===== src/rtl/seq_dect_pkg.sv =====
// ============================================================================
// Module      : seq_dect_pkg
// Description : Shared definitions for the 01110 sequence-detector slice.
//               Holds the controller defaults, the controller FSM encoding,
//               the detector state encoding and the detector single-bit
//               step function.
// Revision    : 1.0 - initial release
// ============================================================================
`default_nettype none

package seq_dect_pkg;

    // Default geometry: 8 symbol pairs per word, 4-bit match counter.
    localparam int NPAIR_DEF = 8;
    localparam int CNTW_DEF  = 4;

    // Controller FSM encoding.
    typedef enum logic [1:0] {
        ST_IDLE = 2'd0,
        ST_RUN  = 2'd1,
        ST_DONE = 2'd2
    } ctrl_state_t;

    // Detector state = longest prefix of 01110 seen at the end of the stream.
    typedef enum logic [2:0] {
        DS_NONE = 3'd0,
        DS_0    = 3'd1,
        DS_01   = 3'd2,
        DS_011  = 3'd3,
        DS_0111 = 3'd4
    } det_state_t;

    typedef struct packed {
        logic       hit;
        det_state_t nxt;
    } det_step_t;

    // Advance the detector by one serial bit. After a hit the trailing 0 is
    // itself a valid prefix, so overlapping occurrences are counted.
    function automatic det_step_t det_step(input det_state_t s, input logic x);
        det_step_t r;
        r.hit = 1'b0;
        r.nxt = DS_NONE;
        case (s)
            DS_NONE: begin
                if (x) r.nxt = DS_NONE;
                else   r.nxt = DS_0;
            end
            DS_0: begin
                if (x) r.nxt = DS_01;
                else   r.nxt = DS_0;
            end
            DS_01: begin
                if (x) r.nxt = DS_011;
                else   r.nxt = DS_0;
            end
            DS_011: begin
                if (x) r.nxt = DS_0111;
                else   r.nxt = DS_0;
            end
            DS_0111: begin
                if (x) begin
                    r.nxt = DS_NONE;
                end else begin
                    r.hit = 1'b1;
                    r.nxt = DS_0;
                end
            end
            default: r.nxt = DS_NONE;
        endcase
        return r;
    endfunction

endpackage : seq_dect_pkg

`default_nettype wire


===== src/rtl/seq_dect.sv =====
// ============================================================================
// Module      : seq_dect
// Description : Serial 01110 pattern detector. Consumes one symbol pair per
//               clock, A first then B. o_z is combinational and flags a
//               pattern completing on either bit of the current pair.
// Ports       : clk      - clock, rising edge
//               i_clr_n  - asynchronous active-low clear (state -> no prefix)
//               i_a/i_b  - first/second serial bit of the pair
//               o_z      - hit in the current pair
// Revision    : 1.0 - initial release
// ============================================================================
`default_nettype none

module seq_dect
    import seq_dect_pkg::*;
(
    input  logic clk,
    input  logic i_clr_n,
    input  logic i_a,
    input  logic i_b,
    output logic o_z
);

    det_state_t r_state;
    det_step_t  w_step_a;
    det_step_t  w_step_b;

    always_comb begin
        w_step_a = det_step(r_state, i_a);
        w_step_b = det_step(w_step_a.nxt, i_b);
    end

    // A pattern is 5 bits long and cannot recur with period 1, so at most one
    // of the two bits in a pair can complete a hit.
    assign o_z = w_step_a.hit | w_step_b.hit;

    always_ff @(posedge clk or negedge i_clr_n) begin
        if (!i_clr_n) begin
            r_state <= DS_NONE;
        end else begin
            r_state <= w_step_b.nxt;
        end
    end

endmodule : seq_dect

`default_nettype wire


===== src/rtl/seq_dect_ctrl.sv =====
// ============================================================================
// Module      : seq_dect_ctrl
// Description : Word-level controller around seq_dect. Accepts a word of
//               NPAIR symbol pairs, scans min(in_len, NPAIR) pairs one per
//               cycle, and reports hit count, found flag and first hit index.
// Ports       : clk, clr (sync active-high reset)
//               in_valid/in_ready/in_data/in_len  - word input handshake
//               out_valid/out_ready               - result handshake
//               match_cnt/found/first_pos         - result fields
// Revision    : 1.0 - initial release
// ============================================================================
`default_nettype none

module seq_dect_ctrl
    import seq_dect_pkg::*;
#(
    parameter int NPAIR = NPAIR_DEF,
    parameter int CNTW  = CNTW_DEF
) (
    input  logic                      clk,
    input  logic                      clr,
    input  logic                      in_valid,
    output logic                      in_ready,
    input  logic [2*NPAIR-1:0]        in_data,
    input  logic [CNTW-1:0]           in_len,
    output logic                      out_valid,
    input  logic                      out_ready,
    output logic [CNTW-1:0]           match_cnt,
    output logic                      found,
    output logic [$clog2(NPAIR)-1:0]  first_pos
);

    localparam int POSW = $clog2(NPAIR);
    localparam logic [CNTW-1:0] C_NPAIR = CNTW'(NPAIR);

    ctrl_state_t         r_state;
    logic                r_in_ready;
    logic                r_out_valid;
    logic [2*NPAIR-1:0]  r_data;
    logic [CNTW-1:0]     r_len;
    logic [CNTW-1:0]     r_k;
    logic [CNTW-1:0]     r_match_cnt;
    logic                r_found;
    logic [POSW-1:0]     r_first_pos;
    logic                r_det_clr_n;

    logic [CNTW-1:0]     w_eff_len;
    logic                w_run;
    logic                w_a;
    logic                w_b;
    logic                w_z;

    assign w_eff_len = (in_len > C_NPAIR) ? C_NPAIR : in_len;
    assign w_run     = (r_state == ST_RUN);

    // The word is shifted left each RUN cycle, so pair k is always on top.
    // Outside RUN the detector sees 11, which never advances toward a match.
    assign w_a = w_run ? r_data[2*NPAIR-1] : 1'b1;
    assign w_b = w_run ? r_data[2*NPAIR-2] : 1'b1;

    seq_dect u_det (
        .clk     (clk),
        .i_clr_n (r_det_clr_n),
        .i_a     (w_a),
        .i_b     (w_b),
        .o_z     (w_z)
    );

    always_ff @(posedge clk) begin
        if (clr) begin
            r_state     <= ST_IDLE;
            r_in_ready  <= 1'b1;
            r_out_valid <= 1'b0;
            r_data      <= '0;
            r_len       <= '0;
            r_k         <= '0;
            r_match_cnt <= '0;
            r_found     <= 1'b0;
            r_first_pos <= '0;
            r_det_clr_n <= 1'b0;
        end else begin
            case (r_state)
                ST_IDLE: begin
                    if (in_valid && r_in_ready) begin
                        r_data      <= in_data;
                        r_len       <= w_eff_len;
                        r_k         <= '0;
                        r_match_cnt <= '0;
                        r_found     <= 1'b0;
                        r_first_pos <= '0;
                        r_in_ready  <= 1'b0;
                        if (w_eff_len == '0) begin
                            r_state     <= ST_DONE;
                            r_out_valid <= 1'b1;
                        end else begin
                            r_state     <= ST_RUN;
                            r_det_clr_n <= 1'b1;
                        end
                    end
                end

                ST_RUN: begin
                    r_data <= r_data << 2;
                    r_k    <= r_k + CNTW'(1);
                    if (w_z) begin
                        r_match_cnt <= r_match_cnt + CNTW'(1);
                        r_found     <= 1'b1;
                        if (r_match_cnt == '0) begin
                            r_first_pos <= r_k[POSW-1:0];
                        end
                    end
                    if (r_k == r_len - CNTW'(1)) begin
                        r_state     <= ST_DONE;
                        r_out_valid <= 1'b1;
                        r_det_clr_n <= 1'b0;
                    end
                end

                ST_DONE: begin
                    // in_ready rises only after this edge, so no word can be
                    // taken in the cycle a result is consumed.
                    if (out_ready) begin
                        r_state     <= ST_IDLE;
                        r_out_valid <= 1'b0;
                        r_in_ready  <= 1'b1;
                    end
                end

                default: begin
                    r_state     <= ST_IDLE;
                    r_in_ready  <= 1'b1;
                    r_out_valid <= 1'b0;
                    r_det_clr_n <= 1'b0;
                end
            endcase
        end
    end

    assign in_ready  = r_in_ready;
    assign out_valid = r_out_valid;
    assign match_cnt = r_match_cnt;
    assign found     = r_found;
    assign first_pos = r_first_pos;

endmodule : seq_dect_ctrl

`default_nettype wire


===== config.mk =====
export PLATFORM = sky130hd
export DESIGN_NAME = seq_dect_ctrl
export DESIGN_NICKNAME = d
export VERILOG_FILES = /design/src/rtl/seq_dect_pkg.sv /design/src/rtl/seq_dect.sv /design/src/rtl/seq_dect_ctrl.sv
export SDC_FILE = /design/constraint.sdc
export NUM_CORES = 1
export LEC_CHECK = 0
export CORE_ASPECT_RATIO = 1.75
export CORE_MARGIN = 5
export CORE_UTILIZATION = 52
export CTS_CLUSTER_DIAMETER = 100
export DETAILED_ROUTE_END_ITERATION = 10
export GPL_TIMING_DRIVEN = 0
export PLACE_DENSITY = 0.79
export SYNTH_ARGS = -nofsm -noshare
export SYNTH_HDL_FRONTEND = slang
export SYNTH_SLANG_ARGS = --single-unit
export TNS_END_PERCENT = 50

===== constraint.sdc =====
create_clock -name clk -period 2.38 [get_ports clk]
set_input_delay 0.595 -clock clk [delete_from_list [all_inputs] [get_ports clk]]
set_output_delay 0.595 -clock clk [all_outputs]
set_load 0.01 [all_outputs]

# After elaboration in Yosys (flattened, before gate mapping)
# Cells that the tools add are included.
[totals] register_bits=40 input_bits=24 out_inout_bits=10 wordCells=99
[op_classes] add_sub_neg=3 n_lt_le_gt_ge=1 n_eq_ne=18 mux=46 bitwise_logic=3 reduce_logical=17
[ops] cell="one-hot mux 16 bit (2 select lines)" count=1
[ops] cell="one-hot mux 3 bit (4 select lines)" count=2
[ops] cell="2-to-1 mux 1 bit" count=18
[ops] cell="2-to-1 mux 16 bit" count=1
[ops] cell="2-to-1 mux 2 bit" count=8
[ops] cell="one-hot mux 4 bit (2 select lines)" count=2
[ops] cell="2-to-1 mux 3 bit" count=5
[ops] cell="== test 3 x 2 -> 1 bit, second input constant" count=4
[ops] cell="2-to-1 mux 4 bit" count=3
[ops] cell="AND reduction 4 bit" count=3
[ops] cell="one-hot mux 1 bit (3 select lines)" count=3
[ops] cell="AND reduction 3 bit" count=3
[ops] cell="adder 4 x 1 -> 4 bit, second input constant" count=2
[ops] cell="logical NOT 4 bit" count=2
[ops] cell="!= test 2 bit, second input constant" count=4
[ops] cell="== test 3 x 1 -> 1 bit, second input constant" count=2
[ops] cell="== test 3 bit, second input constant" count=2
[ops] cell="logical NOT 3 bit" count=2
[ops] cell="!= test 2 x 1 -> 1 bit, second input constant" count=3
[ops] cell="one-hot mux 2 bit (3 select lines)" count=1
[ops] cell="one-hot mux 3 bit (2 select lines)" count=1
[ops] cell="== test 4 bit" count=1
[ops] cell="> comparator 4 bit, second input constant" count=1
[ops] cell="AND reduction 2 bit" count=2
[ops] cell="other kinds (10)" count=12

# Logic depth before layout (Yosys ltp)
# Gate-level depths: netlist (run 1).
[logic_depth] ltp_word=9 ltp_mapped=7 ltp_nobuf=7

# Hierarchy
# From an unflattened synthesis (run 1), not the netlist that was laid out.
[unflattened] hier_cells=226 area_unflattened_um2=1911.8
[modules_own_cells] module="seq_dect_ctrl" n_inst=1 cells_each=212 area_per_inst_um2=1757.9 seq_area_each_um2=740.7
[modules_own_cells] module="seq_dect" n_inst=1 cells_each=14 area_per_inst_um2=153.9 seq_area_each_um2=75.1

# Worst setup path after synthesis (run 1)
# OpenSTA, ideal clock, no wires.
[synth_timing] path_type="in2reg" startpoint="input port in_len[0]" endpoint="register r_out_valid, in the netlist out_valid" setup_time_ns=0.125 arrival_time_ns=1.724 required_ns=2.255 setup_slack_ns=0.531 path_stages=5 n_path_buf=1 path_cell_list="or4_1 -> clkbuf_1 -> o311ai_0 -> nand2_1 -> o2bb2ai_1"
[synth_between] elab_chain_cells=5
[synth_rtl] item="from (decl)" line="seq_dect_ctrl.sv:25" source="input logic [CNTW-1:0] in_len,"
[synth_rtl] item="> comparator 4 bit" line="seq_dect_ctrl.sv:53" source="assign w_eff_len = (in_len > C_NPAIR) ? C_NPAIR : in_len;"
[synth_rtl] item="2-to-1 mux 4 bit *" line="seq_dect_ctrl.sv:53"
[synth_rtl] item="logical NOT 4 bit *" line="seq_dect_ctrl.sv:92" source="if (w_eff_len == '0) begin"
[synth_rtl] item="!= test 2 bit (no source line) *"
[synth_rtl] item="AND reduction 4 bit (no source line) *"
[synth_rtl] item="to (signal assigned)" line="seq_dect_ctrl.sv:73" source="r_out_valid <= 1'b0;"
[synth_rtl] item="to (signal assigned)" line="seq_dect_ctrl.sv:94" source="r_out_valid <= 1'b1;"
[synth_rtl] item="to (signal assigned)" line="seq_dect_ctrl.sv:114" source="r_out_valid <= 1'b1;"
[synth_rtl] item="to (decl)" line="seq_dect_ctrl.sv:38" source="logic r_out_valid;"
# Every way passes the cells marked *; elsewhere a longest branch is shown, timed or not.
# A chain may end at the register's enable or synchronous reset.

# Worst setup path after layout (run 1)
# Ends and elaborated chain as after synthesis.

==> flow_summary.ini, run 1 <==
[grt]
met2_usage_pct = 37.8
grtUsageTotal_pct = 20.1
overflow = 0
top_usage_layer = met2
use_met1_pct = 20.7
grt_max_degree = 12
grt_pass1_vias = 1818
grtUsageMet3_pct = 3.72
antenna_found_initial = 0
grt_pass1_wl_um = 8210

[sta]
finalSetupViolations = 0
rsz0062_at_grt = no
fin_skew_ns = 0.00405
max_slew_margin_pct = 50.1
fin_hold_ws_ns = 0.0643
hold_violations = 0
fmax_mhz = 470
period_needed_ns = 2.13
worst_pin_slew_ns = 0.743
post-route-period-util_pct = 89.3
report.final.slew_viol_count = 0
setup_tns_ns = 0

[layout]
antennaDiodeCount = 0
seqCellArea_um2 = 816
drive_gt1_share_pct = 5.07
syn2layout_area_growth_pct = 24.6
multi_input_area_mm2 = 0.00101
design_area_mm2 = 0.00237
finalNetCount = 303
n_fill_cell = 315
instances_no_fill = 322

[floorplan]
num_rows = 29
pin_count = 34
core_mm2 = 0.00359
initial_core_util_pct = 53.0
die_area_mm2 = 0.00502
die_w_um = 55.7
dieHeight_um = 90.1

[clocking]
cts_root_buffer = clkbuf_8
cts_tree = built
clock_latency_ns = 0.29
clk_pin_slew_ns = 0.08
postCtsHoldBufs = 0
ctsHtreeMaxLevel = 2
cts_setup_buffers = 0
post_cts_resized = 0
cts_made_buffers = 5
cts.path.max_buffers = 2
clock-sinks = 40

[worst_setup_path]
start_kind = input port
cpMaxStageDelayCell = or4_1
critPathCaptureType = flop
path_buf_inv = 2
path_class = in2reg
crit_chain = clkdlybuf4s50_1 -> or4_1 -> clkbuf_1 -> o311ai_0 -> nand2_1 -> o2bb2ai_1
cp.arrival_ns = 2.30
path_max_fanout = 7
cp.required_ns = 2.55
slowest_delay_ns = 0.52
cp_top_family = simple AND/OR/NAND/NOR gates

[synthesis]
synth_edf_count = 0
syn_area_per_cell_um2 = 8.07
yosysTopAreaCellShare_pct = 38.9
yosysWarnings = 0
synth_seq_cells = 40
ys_top_cells_by_count = 48 x nand2_1, 37 x dfxtp_1, 32 x nor2_1
syn_nets = 264
yosysUniqueCellTypes = 42
yosysMostFrequentCell = nand2_1
synth_area_mm2 = 0.00190
synthCells = 236
synth-seq-area-share_pct = 42.8
synthArstFlopShare_pct = 7.50
synthFlopType = dfxtp_1
synth.area.top_cells = dfxtp_1 39%, nand2_1 9.5%, a311oi_1 6.9%, nor2_1 6.3%, a21oi_1 4.2%
yosysTopAreaCell = dfxtp_1

[detailed_routing]
wire_per_inst_um = 14.9
via_count = 1852
wl_um = 4810
drc = 0
route.antenna.remaining_nets = 0
via_per_inst = 5.75
initialDrtViolationCount = 79
first_pass_iters = 5

[place]
dp_hpwl_um = 3550
io_buffers = 32
place_inst = 314
gp_congestion = 0.791
placed_cell_area_mm2 = 0.00228

[job]
cap_violations = 0

[pwr]
ir_worst_vdd_mv = 0.470
power_uw = 1600
pwr_density_cell_mw_per_mm2 = 674
cellLeakagePower_uw = 0.000878

[outcome]
status = finished clean

[min_path]
min_path_type = reg2async
## logic make-up after synthesis
family	count (synthesis)	share of synthesized area (%)
AOI/OAI and AO/OA	55	20.4
xor gates and xnor gates	6	2.76
adders and majority gates	4	2.63
buffers and inverters	21	4.20
DFF	40	42.8
muxes	1	0.591
and+or+nand+nor	109	26.5
## sequential cells by signal, summed over array words and instances, names as in the netlist, 2 cells and up
| signal | cells |
|---|---|
| r_k | 4 |
| r_state | 2 |
| match_cnt | 4 |
| r_data | 16 |
| first_pos | 3 |
| r_len | 4 |
| u_det.r_state | 3 |
## through the flow
step	setup slack, ns	util (%)
floorplan	0.531	-
finish	0.254	66.0
detailed placement	-0.0235	63.5
global route	0.159	66.0
CTS	0.260	66.0
global placement	-0.0318	63.5
## area by class of cell
| type | instances | share of cell area, % |
|---|---|---|
| multi-input combinational | 175 | 42.5 |
| sequential | 40 | 34.4 |
| inverter | 6 | 0.949 |
| tap | 46 | 2.43 |
| buffer | 15 | 2.43 |
| timing repair buffer | 32 | 13.5 |
| clock buffer | 8 | 3.80 |
## layout by cell type (no fill, tap or decap), types with 2 or more instances in the layout
| cell | instances |
|---|---|
| nor4_1 | 2 |
| nand2_1 | 48 |
| nor2_1 | 32 |
| xor2_1 | 2 |
| inv_1 | 6 |
| clkdlybuf4s50_1 | 32 |
| nand3_1 | 4 |
| a311oi_1 | 15 |
| a22o_1 | 3 |
| nor4b_1 | 2 |
| clkbuf_1 | 16 |
| o21ai_0 | 6 |
| nor3_1 | 6 |
| a22oi_1 | 5 |
| dfrtp_1 | 3 |
| ha_1 | 4 |
| xnor2_1 | 4 |
| nand3b_1 | 3 |
| a21oi_1 | 16 |
| or2_2 | 2 |
| dfxtp_1 | 37 |
| clkbuf_8 | 6 |
## metal layers
| metal | wire length, um | vias up | part of all wire [%] |
|---|---|---|---|
| met2 | 2640 | 46 | 55 |
| met4 | 129 | 0 | 2.7 |
| met1 | 1830 | 886 | 38 |
| met3 | 216 | 12 | 4.5 |
| li1 | - | 908 | - |
| met5 | 0 | - | 0 |
## final timing paths
check	end	cells past startpoint	start	slack, ns
worst max-delay path	out_valid$_SDFFE_PP0P_	6	in_len[0]	0.25
worst min-delay path	u_det.r_state[1]$_DFF_PN0_	0	r_det_clr_n$_SDFFE_PP0P_	0.06
worst max register to register	r_state[1]$_SDFFE_PP0P_	7	r_len[0]$_SDFFE_PP0P_	0.57
worst min register to register	u_det.r_state[1]$_DFF_PN0_	0	r_det_clr_n$_SDFFE_PP0P_	0.06
max in group asynchronous	u_det.r_state[2]$_DFF_PN0_	0	r_det_clr_n$_SDFFE_PP0P_	2.13
min in group clk	r_data[10]$_SDFFE_PP0P_	2	r_data[8]$_SDFFE_PP0P_	0.48
## power by group
group / internal [uW] / total (uW) / leakage, uW / switching (uW)
registers: 736 / 796 / 0.000343 / 60.0
logic: 147 / 333 / 0.000490 / 186
clock network: 237 / 470 / 0.0000455 / 233
total: 1120 / 1600 / 0.000878 / 479
No activity file was read; power rests on OpenSTA's default activity.
==> inputs of run 2 (changes only) <==
--- a/config.mk
+++ b/config.mk
@@ -7,11 +7,12 @@
 export LEC_CHECK = 0
 export CORE_ASPECT_RATIO = 1.75
 export CORE_MARGIN = 5
-export CORE_UTILIZATION = 52
+export CORE_UTILIZATION = 62
 export CTS_CLUSTER_DIAMETER = 100
 export DETAILED_ROUTE_END_ITERATION = 10
+export DONT_BUFFER_PORTS = 1
 export GPL_TIMING_DRIVEN = 0
-export PLACE_DENSITY = 0.79
+export PLACE_DENSITY = 0.78
 export SYNTH_ARGS = -nofsm -noshare
 export SYNTH_HDL_FRONTEND = slang
 export SYNTH_SLANG_ARGS = --single-unit
==> constraint.sdc (replaced) <==
create_clock -name clk -period 2.2 [get_ports clk]
set_input_delay 0.55 -clock clk [delete_from_list [all_inputs] [get_ports clk]]
set_output_delay 0.55 -clock clk [all_outputs]
set_load 0.01 [all_outputs]
==> flow_summary.ini, run 2 (synthesized netlist as in run 1, its figures left out) <==
[worst_setup_path]
path_class = reg2reg
critPathCaptureType = flop
cp.arrival_ns = 2.03
slowest_delay_ns = 0.53
cpMaxStageDelayCell = or4b_1
startpoint = u_det.r_state[1]$_DFF_PN0_
start_kind = flop
path_max_fanout = 8
cp.required_ns = 2.42
ff2ff_path_depth = 5
crit_cells = 5
cp_top_family = simple AND/OR/NAND/NOR gates
crit_chain = or4b_1 -> o21ai_2 -> nand4_1 -> or3_1 -> a21oi_1
r2r_setup_slack_ns = 0.39
path_buf_inv = 0
timing.rr.start = u_det.r_state[1]$_DFF_PN0_

[pwr]
combPwrFrac_pct = 17.2
pwr_density_cell_mw_per_mm2 = 887
seqPwrFrac_pct = 47.2
cellLeakagePower_uw = 0.000776
internal_power_uw = 1320
p_sw_uw = 517
ir_worst_vdd_mv = 0.567
switching_share_pct = 28.2
p_clk_share_pct = 35.6

[layout]
top_register = r_data
layout_commonest_cell = nand2_1
final_cell_mix = 48 x nand2_1, 37 x dfxtp_1, 32 x nor2_1, 16 x a21oi_1, 15 x a311oi_1
n_fill_cell = 254
finalNetCount = 271
syn2layout_area_growth_pct = 8.48
instances_no_fill = 272
drive_gt1_share_pct = 6.56
final_util_pct = 70.6
antennaDiodeCount = 0
largest_reg_flops = 16

[place]
place_inst = 264
io_buffers = 0
gp_congestion = 0.827
dp_hpwl_um = 3580
dp_slack_ns = 0.290

[clocking]
post_cts_resized = 0
cts_tree = built
clock_latency_ns = 0.30
clock-sinks = 40
cts.path.max_buffers = 2
cts_made_buffers = 5
cts_root_buffer = clkbuf_8
postCtsHoldBufs = 0
ctsHtreeMaxLevel = 2
cts_setup_buffers = 0
clk_pin_slew_ns = 0.07

[grt]
grt_pass1_vias = 1793
grtUsageTotal_pct = 24.3
grt_pass1_wl_um = 8070
grt_max_degree = 13
antenna_found_initial = 0
overflow = 0

[floorplan]
die_area_mm2 = 0.00432
core_mm2 = 0.00293
pin_count = 34
dieHeight_um = 83.3
die_w_um = 51.9
initial_core_util_pct = 65.0
num_rows = 26

[sta]
setup_ws_ns = 0.387
period_needed_ns = 1.81
fin_skew_ns = 0.00614
rsz0062_at_grt = no
max_slew_margin_pct = 48.9
setup_tns_ns = 0
worst_pin_slew_ns = 0.760
finalSetupViolations = 0
post-route-period-util_pct = 82.4
report.final.slew_viol_count = 0
hold_violations = 0
fmax_mhz = 552

[detailed_routing]
route.antenna.remaining_nets = 0
initialDrtViolationCount = 81
wire_per_inst_um = 17.7
first_pass_iters = 4
via_per_inst = 6.51
drc = 0
via_count = 1771
wl_um = 4810

[min_path]
min_path_type = reg2async

[job]
cap_violations = 0

[outcome]
status = finished clean
-- run 2: cell types whose count changed in the layout (fill, tap and decap cells not counted), sizes merged --
cell	change
clkbuf	-1
bufinv	+1
clkdlybuf4s50	-32
-- run 2: final timing paths --
path                                              end
setup reg to reg            match_cnt[3]$_SDFFE_PP0P_
hold / removal             u_det.r_state[1]$_DFF_PN0_
min in group clk                r_len[3]$_SDFFE_PP0P_
hold reg to reg            u_det.r_state[1]$_DFF_PN0_
max in group asynchronous  u_det.r_state[0]$_DFF_PN0_
setup / recovery            match_cnt[3]$_SDFFE_PP0P_
-- run 2: routing by layer --
metal  share of wire (%)  vias to the layer above  global-route usage, %
met1                  37                      841                   24.9
met3                 5.2                       18                   6.45
met2                  54                       61                   42.4
li1                    -                      851                      -
met4                 3.9                        0                   13.6
met5                   0                        -                      0
-- run 2: cell type report --
cell class / count / area (um2) / area share (%)
multi-input combinational: 175 / 1010 / 48.8
buffer: 15 / 57.6 / 2.79
clock buffer: 7 / 96.3 / 4.66
clock inverter: 1 / 30.0 / 1.45
tap: 28 / 35.0 / 1.70
sequential: 40 / 816 / 39.5
inverter: 6 / 22.5 / 1.09
-- run 2: metrics by stage --
stage	cell area, um2	total power (uW)	hold WS, ns
finish	2070	1830	0.0564
global route	2070	1930	0.0713
CTS	2070	1840	0.0583
detailed placement	1940	1190	0.0505
global placement	1940	1160	0.0450
floorplan	1900	1100	0.0292
-- run 2: power groups by stage --
| stage | clock [uW] | sequential, uW | combinational, uW |
|---|---|---|---|
| 3_5_place_dp | 0 | 880 | 310 |
| 5_1_grt | 700 | 879 | 350 |
| 6_report | 652 | 866 | 315 |
| 3_3_place_gp | 0 | 871 | 291 |
| 4_1_cts | 663 | 863 | 312 |
| 2_1_floorplan | 0 | 860 | 243 |
